--- src/rtl/fp32_divider_seq.sv ---
// Multi-cycle IEEE-754 single-precision divider (FDIV.S), restoring division, RNE rounding.
// Subnormal operands are read as zero and tiny results are flushed to signed zero.
module fp32_divider_seq #(
   parameter logic [31:0] CANON_NAN = 32'h7FC0_0000
) (
   input  logic        clk,
   input  logic        rst,
   input  logic        start,
   input  logic [31:0] op_a,
   input  logic [31:0] op_b,
   output logic        busy,
   output logic        done,
   output logic [31:0] result,
   output logic [4:0]  flags
);

   localparam logic [4:0] FLAG_NV = 5'b10000;
   localparam logic [4:0] FLAG_DZ = 5'b01000;
   localparam logic [4:0] FLAG_OF = 5'b00100;
   localparam logic [4:0] FLAG_UF = 5'b00010;
   localparam logic [4:0] FLAG_NX = 5'b00001;

   typedef enum logic [2:0] {S_IDLE, S_UNPACK, S_DIV, S_ROUND, S_DONE} state_t;

   state_t state, state_nxt;

   logic [31:0]       a_q, b_q;
   logic              sign_q;
   logic signed [9:0] exp_q;
   logic [23:0]       mb_q;
   logic [24:0]       rem_q;
   logic [26:0]       q_q;
   logic [4:0]        cnt_q;

   // operand classification of the captured operands
   logic [7:0]  ea, eb;
   logic [22:0] fa, fb;
   logic        a_zero, b_zero, a_inf, b_inf, a_nan, b_nan, a_snan, b_snan;
   logic        is_special, sign_c;

   assign ea     = a_q[30:23];
   assign eb     = b_q[30:23];
   assign fa     = a_q[22:0];
   assign fb     = b_q[22:0];
   assign a_zero = (ea == 8'h00);
   assign b_zero = (eb == 8'h00);
   assign a_inf  = (ea == 8'hFF) && (fa == '0);
   assign b_inf  = (eb == 8'hFF) && (fb == '0);
   assign a_nan  = (ea == 8'hFF) && (fa != '0);
   assign b_nan  = (eb == 8'hFF) && (fb != '0);
   assign a_snan = a_nan && !fa[22];
   assign b_snan = b_nan && !fb[22];
   assign sign_c = a_q[31] ^ b_q[31];
   assign is_special = a_zero || b_zero || a_inf || b_inf || a_nan || b_nan;

   logic [31:0] spec_res;
   logic [4:0]  spec_flags;

   // NOTE: every always_comb output gets a default first so no path can infer a latch.
   always_comb begin
      spec_res   = CANON_NAN;
      spec_flags = '0;
      if (a_nan || b_nan) begin
         spec_flags = (a_snan || b_snan) ? FLAG_NV : '0;
      end else if ((a_zero && b_zero) || (a_inf && b_inf)) begin
         spec_flags = FLAG_NV;
      end else if (a_inf) begin
         spec_res = {sign_c, 8'hFF, 23'd0};
      end else if (b_inf || a_zero) begin
         spec_res = {sign_c, 31'd0};
      end else begin
         spec_res   = {sign_c, 8'hFF, 23'd0};
         spec_flags = FLAG_DZ;
      end
   end

   // one restoring-division step
   logic [24:0] diff;
   logic        ge;
   assign diff = rem_q - {1'b0, mb_q};
   assign ge   = (rem_q >= {1'b0, mb_q});

   // normalise, round to nearest even, range check
   logic [23:0]       mant;
   logic              guard, sticky, inc;
   logic signed [9:0] e_adj, e_fin;
   logic [24:0]       mant_r;
   logic [22:0]       frac_f;
   logic [31:0]       rnd_res;
   logic [4:0]        rnd_flags;
   logic              unused_bits;

   always_comb begin
      if (q_q[26]) begin
         mant   = q_q[26:3];
         guard  = q_q[2];
         sticky = (|q_q[1:0]) | (|rem_q);
         e_adj  = exp_q;
      end else begin
         mant   = q_q[25:2];
         guard  = q_q[1];
         sticky = q_q[0] | (|rem_q);
         e_adj  = exp_q - 10'sd1;
      end
      inc    = guard & (sticky | mant[0]);
      mant_r = {1'b0, mant} + {24'd0, inc};
      frac_f = mant_r[24] ? 23'd0 : mant_r[22:0];
      e_fin  = mant_r[24] ? e_adj + 10'sd1 : e_adj;
      if (e_fin >= 10'sd255) begin
         rnd_res   = {sign_q, 8'hFF, 23'd0};
         rnd_flags = FLAG_OF | FLAG_NX;
      end else if (e_fin <= 10'sd0) begin
         rnd_res   = {sign_q, 31'd0};
         rnd_flags = FLAG_UF | FLAG_NX;
      end else begin
         rnd_res   = {sign_q, e_fin[7:0], frac_f};
         rnd_flags = (guard | sticky) ? FLAG_NX : '0;
      end
   end

   assign unused_bits = ^{mant_r[23], diff[24]};

   // NOTE: sequential state is written only with non-blocking assignments.
   always_ff @(posedge clk) begin
      if (rst) state <= S_IDLE;
      else     state <= state_nxt;
   end

   always_comb begin
      state_nxt = state;
      busy      = 1'b0;
      done      = 1'b0;
      case (state)
         S_IDLE:   if (start) state_nxt = S_UNPACK;
         S_UNPACK: begin
            busy      = 1'b1;
            state_nxt = is_special ? S_DONE : S_DIV;
         end
         S_DIV: begin
            busy = 1'b1;
            if (cnt_q == 5'd26) state_nxt = S_ROUND;
         end
         S_ROUND: begin
            busy      = 1'b1;
            state_nxt = S_DONE;
         end
         S_DONE: begin
            done      = 1'b1;
            state_nxt = S_IDLE;
         end
         default:  state_nxt = S_IDLE;
      endcase
   end

   // NOTE: only the architecturally visible result/flags are reset; datapath registers are
   // always reloaded before use, so resetting them would add cost without changing behaviour.
   always_ff @(posedge clk) begin
      if (rst) begin
         result <= '0;
         flags  <= '0;
      end else begin
         case (state)
            S_IDLE: if (start) begin
               a_q <= op_a;
               b_q <= op_b;
            end
            S_UNPACK: begin
               sign_q <= sign_c;
               exp_q  <= $signed({2'b00, ea}) - $signed({2'b00, eb}) + 10'sd127;
               rem_q  <= {2'b01, fa};
               mb_q   <= {1'b1, fb};
               q_q    <= '0;
               cnt_q  <= '0;
               if (is_special) begin
                  result <= spec_res;
                  flags  <= spec_flags;
               end
            end
            S_DIV: begin
               rem_q <= ge ? {diff[23:0], 1'b0} : {rem_q[23:0], 1'b0};
               q_q   <= {q_q[25:0], ge};
               cnt_q <= cnt_q + 5'd1;
            end
            S_ROUND: begin
               result <= rnd_res;
               flags  <= rnd_flags;
            end
            default: ;
         endcase
      end
   end

endmodule

--- config.mk ---
export PLATFORM = sky130hd
export DESIGN_NAME = fp32_divider_seq
export DESIGN_NICKNAME = d
export VERILOG_FILES = /design/src/rtl/fp32_divider_seq.sv
export SDC_FILE = /design/constraint.sdc
export NUM_CORES = 1
export LEC_CHECK = 0
export ABC_AREA = 1
export BUFFER_PORTS_ARGS = -buffer_cell sky130_fd_sc_hd__buf_2
export CORE_ASPECT_RATIO = 0.5
export CORE_MARGIN = 4
export CORE_UTILIZATION = 54
export DETAILED_ROUTE_END_ITERATION = 12
export HOLD_SLACK_MARGIN = 0.03
export PLACE_DENSITY = 0.87
export REMOVE_ABC_BUFFERS = 1
export SETUP_SLACK_MARGIN = 0.1
export SYNTH_ARGS = -nofsm -noshare
export SYNTH_HDL_FRONTEND = slang
export SYNTH_SLANG_ARGS = --single-unit
--- constraint.sdc ---
create_clock -name clk -period 4.2 [get_ports clk]
set_input_delay 0.42 -clock clk [delete_from_list [all_inputs] [get_ports clk]]
set_output_delay 0.42 -clock clk [all_outputs]
set_load 0.02 [all_outputs]
==> flow_summary.json, run 1 <==
{
  "coreArea_sq_mm": 0.0198,
  "critPathTopFamily": "simple AND/OR/NAND/NOR gates",
  "min_period_over_period_pct": 82.5,
  "cts_buffers": 17,
  "drtIter0Drc": 766,
  "period_minus_slack_ns": 3.46,
  "post-cts-setup-buffers": 0,
  "rows": 36,
  "path_cells": "o21ai_0, nand2_1, inv_1, ha_1, nand3_4, nor2_8, nand3_4, inv_1, nand2_1, nand2_1, nand2_1, inv_2, nand2_1, nor2_2, nand2_4, nand2_4, nor2_1, nand3_1, a21oi_1",
  "synth_edf_count": 155,
  "crit_slowest_cell": "edfxtp_1",
  "crit_arrival_ns": 3.76,
  "async_flop_share_pct": 0,
  "cts_tree": "done",
  "path_clk_slew_ns": 0.07,
  "ys_ff_latch": 195,
  "ys_seq_area_share_pct": 49.3,
  "maxSlewHeadroom_pct": 41.3,
  "route.detailed.drc": 0,
  "synth_area_leader_cell": "edfxtp_1",
  "startpoint_type": "register",
  "synth_area_sq_mm": 0.0111,
  "clk_path_buf_depth": 2,
  "hpwl_microns": 18600,
  "nets": 1527,
  "grt_pass1_wl_microns": 40500,
  "start_util_pct": 56.0,
  "rsz0062_at_grt": "no",
  "powerDensity_mw_per_mm2": 415,
  "syn_to_final_growth_pct": 12.2,
  "crit_type": "reg2reg",
  "final_core_util_pct": 62.8,
  "grt-ovfl-total": 0,
  "cp_max_fo": 22,
  "final_cells": 1700,
  "grt_usage_pct": 21.9,
  "worst_clock_skew_ns": 0.0107,
  "dr.pass1.iters": 8,
  "die_area_sq_mm": 0.0230,
  "grt_pass1_vias": 8516,
  "syn_inst": 1322,
  "ant_nets": 0,
  "ys.flop_type": "edfxtp_1",
  "end_kind": "register",
  "worst_path_most_repeated_cell": "nand2_1",
  "avgSynthCellArea_sq_um": 8.38,
  "ys_warn_count": 0,
  "drive_above_1_share_pct": 13.5,
  "status": "finished, final reports clean",
  "dp.cells": 1668,
  "antenna_found_initial": 0,
  "cts.sinks": 195,
  "numPortBuffers": 105,
  "maxCapViolCount": 0,
  "via_per_inst": 5.31,
  "fmax_mhz": 289,
  "slew_violations": 0,
  "hold_class": "in2reg",
  "hold_violations": 0,
  "synth_cell_types": 44,
  "place.gp.congestion": 0.935,
  "cp_slowest_stage_delay_ns": 0.60,
  "synth_top_area_share_pct": 42.0,
  "num_io_pins": 106,
  "clock_latency_ns": 0.45,
  "cts_root_buffer": "clkbuf_16",
  "die_h_microns": 109,
  "leakagePower_nw": 5.43,
  "die_x_microns": 211,
  "htree_levels": 4,
  "max_slew.worst_pin.slew_ns": 0.878,
  "path_buf_inv": 3,
  "vdd_ir_drop_max_mv": 0.412,
  "worst_ep_required_time_ns": 4.50,
  "drt_wl_total_microns": 24500,
  "cts_resized": 0,
  "grt_max_degree": 57,
  "antenna_cells_inserted": 0,
  "yosys-top-cells-area": "edfxtp_1 (42%), nand2_1 (9.5%), dfxtp_1 (7.2%)",
  "setup_viol": 0,
  "wl_per_cell_microns": 14.4,
  "vias": 9019,
  "postCtsHoldBufs": 0
}
## worst reg2reg max path, stage by stage (launching register included)
cell      delay (ns)
edfxtp_1        0.60
o21ai_0         0.35
nand2_1         0.19
inv_1           0.09
ha_1            0.22
nand3_4         0.13
nor2_8          0.24
nand3_4         0.24
inv_1           0.20
nand2_1         0.09
nand2_1         0.08
nand2_1         0.07
inv_2           0.04
nand2_1         0.05
nor2_2          0.12
nand2_4         0.09
nand2_4         0.27
nor2_1          0.09
nand3_1         0.08
a21oi_1         0.07
## layout by cell type (no fill, tap or decap), drive strengths merged, types with 5 or more instances in the layout
cell type	synthesis	routed
edfxtp	155	155
clkbuf	16	19
dfxtp	40	40
xnor2	16	16
nand4	20	20
buf	19	115
or2	5	5
o211ai	6	6
nand3	75	75
nor3	24	24
nor2	185	185
xor2	30	30
nand2	287	287
a21oi	78	78
inv	187	192
nand3b	6	6
ha	37	37
o21ai	100	100
nor4	16	16
## power by group
| part | internal, mW | switching, mW |
|---|---|---|
| Clock | 0.887 | 0.725 |
| Combinational | 0.377 | 0.769 |
| Sequential | 2.30 | 0.0927 |
## metal layers
layer / share of wire, % / global-route usage (%)
met4: 1.5 / 6.01
met2: 46 / 36.1
met5: 0 / 0
met1: 47 / 30.0
met3: 5.8 / 4.31
## path summary, 6_finish.rpt
check | end | slack, ns | cells past startpoint | start
worst min-delay path | a_q[0]$_DFFE_PP_ | 0.14 | 1 | op_a[0]
worst min register to register | mb_q[3]$_DFFE_PP_ | 0.45 | 0 | b_q[3]$_DFFE_PP_
worst max-delay path | result[15]$_SDFFE_PP0P_ | 0.74 | 19 | q_q[26]$_SDFFCE_PN0P_
worst max register to register | result[15]$_SDFFE_PP0P_ | 0.74 | 19 | q_q[26]$_SDFFCE_PN0P_
## cell usage after synthesis, types with 5 or more instances
cell type and instances:
xor2_1 30, dfxtp_1 40, nand3_1 73, ha_1 37, inv_1 184, o21ai_1 9, or2_2 5, edfxtp_1 155
nor2_1 161, a21oi_1 77, clkbuf_1 16, o211ai_1 6, buf_6 10, o21ai_0 88, nand3b_1 6, nor3_1 24
nor2_2 22, nand2_1 279, nand4_1 20, xnor2_1 16, nor4_1 16, buf_2 5
## sequential cells by signal, indices dropped and copies added (netlist names)
signal	flops
exp_q	10
q_q	27
state	3
b_q	32
rem_q	25
cnt_q	5
result	32
flags	5
sign_q	1
a_q	32
mb_q	23
## metrics by stage
stage          setup slack, ns  power (mW)  area [sq um]  TNS [ns]  hold slack (ns)
2_1_floorplan            -1.23        3.24         10900    -70.12            0.427
3_3_place_gp             0.736        3.53         11800         0            0.432
3_5_place_dp             0.561        3.57         11800         0            0.435
4_1_cts                  0.538        5.17         12400         0            0.126
5_1_grt                  0.302        5.44         12400         0            0.120
6_report                 0.737        5.15         12400         0            0.143
## layout make-up
cell class | instances | area (sq um)
repair buffers | 115 | 626
multi-input cells | 905 | 4720
fillers | 1685 | 7350
well taps | 266 | 333
flip-flops and latches | 195 | 5460
clock inverters | 13 | 149
inverters | 187 | 702
clock buffers | 19 | 433
## cells by family after synthesis
family	share of synthesized area (%)
AND/OR/NAND/NOR	24.6
buffers and inverters	8.29
AO/OA/AOI/OAI	9.65
adder cells (fa/ha/maj)	4.54
XOR/XNOR	3.64
flip-flops	49.3
No activity file was read; power rests on OpenSTA's default activity.
==> inputs of run 2 (changes only) <==
==> constraint.sdc (replaced) <==
create_clock -name clk -period 2.96 [get_ports clk]
set_input_delay 0.296 -clock clk [delete_from_list [all_inputs] [get_ports clk]]
set_output_delay 0.296 -clock clk [all_outputs]
set_load 0.02 [all_outputs]
==> run 2 against run 1 <==
Against the previous run: the flow now finishes with violations (setup timing); core utilization is 11 points higher; first-iteration DRC count rose by 52%; register-to-register slack lost 0.77 ns; largest cell class is now multi-input gates; largest power group unchanged.
==> flow_summary.json, run 2 (synthesis results as in run 1) <==
{
  "start_util_pct": 56.0,
  "wl_per_cell_microns": 16.7,
  "end_kind": "register",
  "final_core_util_pct": 74.0,
  "max_slew.worst_pin.slew_ns": 0.687,
  "fin_ws_ns": -0.0362,
  "vdd_ir_drop_max_mv": 0.407,
  "hold_class": "in2reg",
  "cts_buffers": 17,
  "drtIter0Drc": 1161,
  "grt_max_degree": 65,
  "slew_violations": 0,
  "grt_usage_pct": 23.5,
  "min_period_over_period_pct": 101,
  "final_cells": 1841,
  "die_h_microns": 109,
  "vias": 10206,
  "r2r_cells": 19,
  "rrSetupSlack_ns": -0.04,
  "cts_tree": "done",
  "ant_nets": 0,
  "rr_endpoint": "result[1]$_SDFFE_PP0P_",
  "hold_violations": 0,
  "clk_path_buf_depth": 2,
  "reg.largest.list": "a_q x32, b_q x32, result x32",
  "path_clk_slew_ns": 0.08,
  "hold_start": "op_a[25]",
  "dp.cells": 1703,
  "num_io_pins": 106,
  "numPortBuffers": 105,
  "fmax_mhz": 334,
  "leakagePower_nw": 6.23,
  "grt_pass1_wl_microns": 43300,
  "layout_common_cells": "nand2_1 (236), inv_1 (180), edfxtp_1 (155)",
  "worstHoldPathCells": 1,
  "maxSlewHeadroom_pct": 54.2,
  "route.detailed.drc": 0,
  "rsz0062_at_grt": "yes",
  "die_x_microns": 211,
  "antenna_found_initial": 1,
  "nets": 1668,
  "hold-path-endpoint": "a_q[25]$_DFFE_PP_",
  "status": "complete, but fails checks",
  "violations": "setup timing",
  "htree_levels": 4,
  "antenna_cells_inserted": 0,
  "grt_pass1_vias": 9145,
  "cts.sinks": 195,
  "clock_latency_ns": 0.46,
  "setup_viol": 14,
  "syn_to_final_growth_pct": 32.1,
  "place.gp.congestion": 0.944,
  "dr.pass1.iters": 7,
  "cp_max_fo": 7,
  "drive_above_1_share_pct": 26.0,
  "hpwl_microns": 19300,
  "maxCapViolCount": 0,
  "via_per_inst": 5.54,
  "r2r_start": "q_q[26]$_SDFFCE_PN0P_",
  "powerDensity_mw_per_mm2": 545,
  "rows": 36,
  "die_area_sq_mm": 0.0230,
  "startpoint_type": "register",
  "pre_cts_slack_ns": -0.0633,
  "crit_type": "reg2reg",
  "worst_ep_required_time_ns": 3.27,
  "final_common_cell": "nand2_1",
  "grt-ovfl-total": 0,
  "cts_root_buffer": "clkbuf_16",
  "coreArea_sq_mm": 0.0198,
  "drt_wl_total_microns": 30700,
  "period_minus_slack_ns": 3.00,
  "crit_arrival_ns": 3.30,
  "worst_clock_skew_ns": 0.0148
}
-- run 2: changes by cell type in the layout (fill, tap and decap cells not counted), sizes merged, moves of 2 or more --
cell	previous run	this run
nand2	287	291
inv	192	194
dlygate4sd3	0	63
clkbuf	19	22
buf	115	184
-- run 2: worst max path at each step --
stage / to / slack [ns] / from
2_1_floorplan: cnt_q[0]$_SDFFCE_PN0P_ / -2.47 / state[0]$_SDFFE_PP0P_
3_3_place_gp: result[15]$_SDFFE_PP0P_ / 0.10 / q_q[26]$_SDFFCE_PN0P_
3_5_place_dp: result[19]$_SDFFE_PP0P_ / -0.06 / q_q[26]$_SDFFCE_PN0P_
4_1_cts: result[19]$_SDFFE_PP0P_ / 0.11 / q_q[26]$_SDFFCE_PN0P_
5_1_grt: result[4]$_SDFFE_PP0P_ / -0.17 / q_q[26]$_SDFFCE_PN0P_
6_report: result[1]$_SDFFE_PP0P_ / -0.04 / q_q[26]$_SDFFCE_PN0P_
-- run 2: stage by stage --
stage	hold slack [ns]	setup TNS (ns)	total power, mW	cell area, sq um
after CTS	0.0307	0	7.59	13400
final	0.0355	-0.245	7.97	14600
after global placement	0.431	0	5.08	12100
after global routing	0.0293	-3.25	8.33	14600
after floorplan	0.358	-207.32	4.60	10900
after detailed placement	0.435	-0.228	5.14	12100
-- run 2: area by class of cell --
| cell class | instances | area [sq um] |
|---|---|---|
| clock buffers | 17 | 425 |
| clock inverters | 15 | 184 |
| fillers | 1353 | 5140 |
| inverters | 187 | 717 |
| multi-input cells | 909 | 5510 |
| flip-flops and latches | 195 | 5460 |
| well taps | 266 | 333 |
| repair buffers | 252 | 2000 |
-- run 2: worst max-delay path, stage by stage, from the launching register on --
cell and delay (ns):
edfxtp_1 0.51, buf_12 0.19, buf_4 0.15, nand2_1 0.08
nand2_2 0.10, nor2_1 0.17, nand2_2 0.11, nor2_8 0.17
nand3_4 0.17, nand2_2 0.12, nand2_2 0.07, nor2_1 0.13
nand2_1 0.09, nor2_1 0.13, nand2_1 0.09, nand2_2 0.11
nand2_4 0.13, clkbuf_16 0.19, nand3_2 0.07, a21oi_2 0.06
-- run 2: where the power goes --
group	switching, mW	internal [mW]	leakage [nW]
clock	1.14	1.29	0.297
sequential	0.142	3.26	1.76
combinational	1.33	0.812	4.17
total	2.61	5.36	6.23
-- run 2: per-layer routing --
metal	routed length (microns)	track usage, %	share of wire, %
met5	13	0	0.042
met4	1110	7.26	3.6
met3	2190	3.97	7.1
met2	14800	40.5	48
met1	12600	30.8	41
-- run 2: repair_timing --
action | in CTS | in global routing
setup endpoints to repair | 32 | 56
pin swaps | 1 | 56
hold endpoints to repair | 62 | 1
gates resized for setup | 8 | 208
buffers inserted | 0 | 33
hold buffers | 62 | 1
cloned | 0 | 10
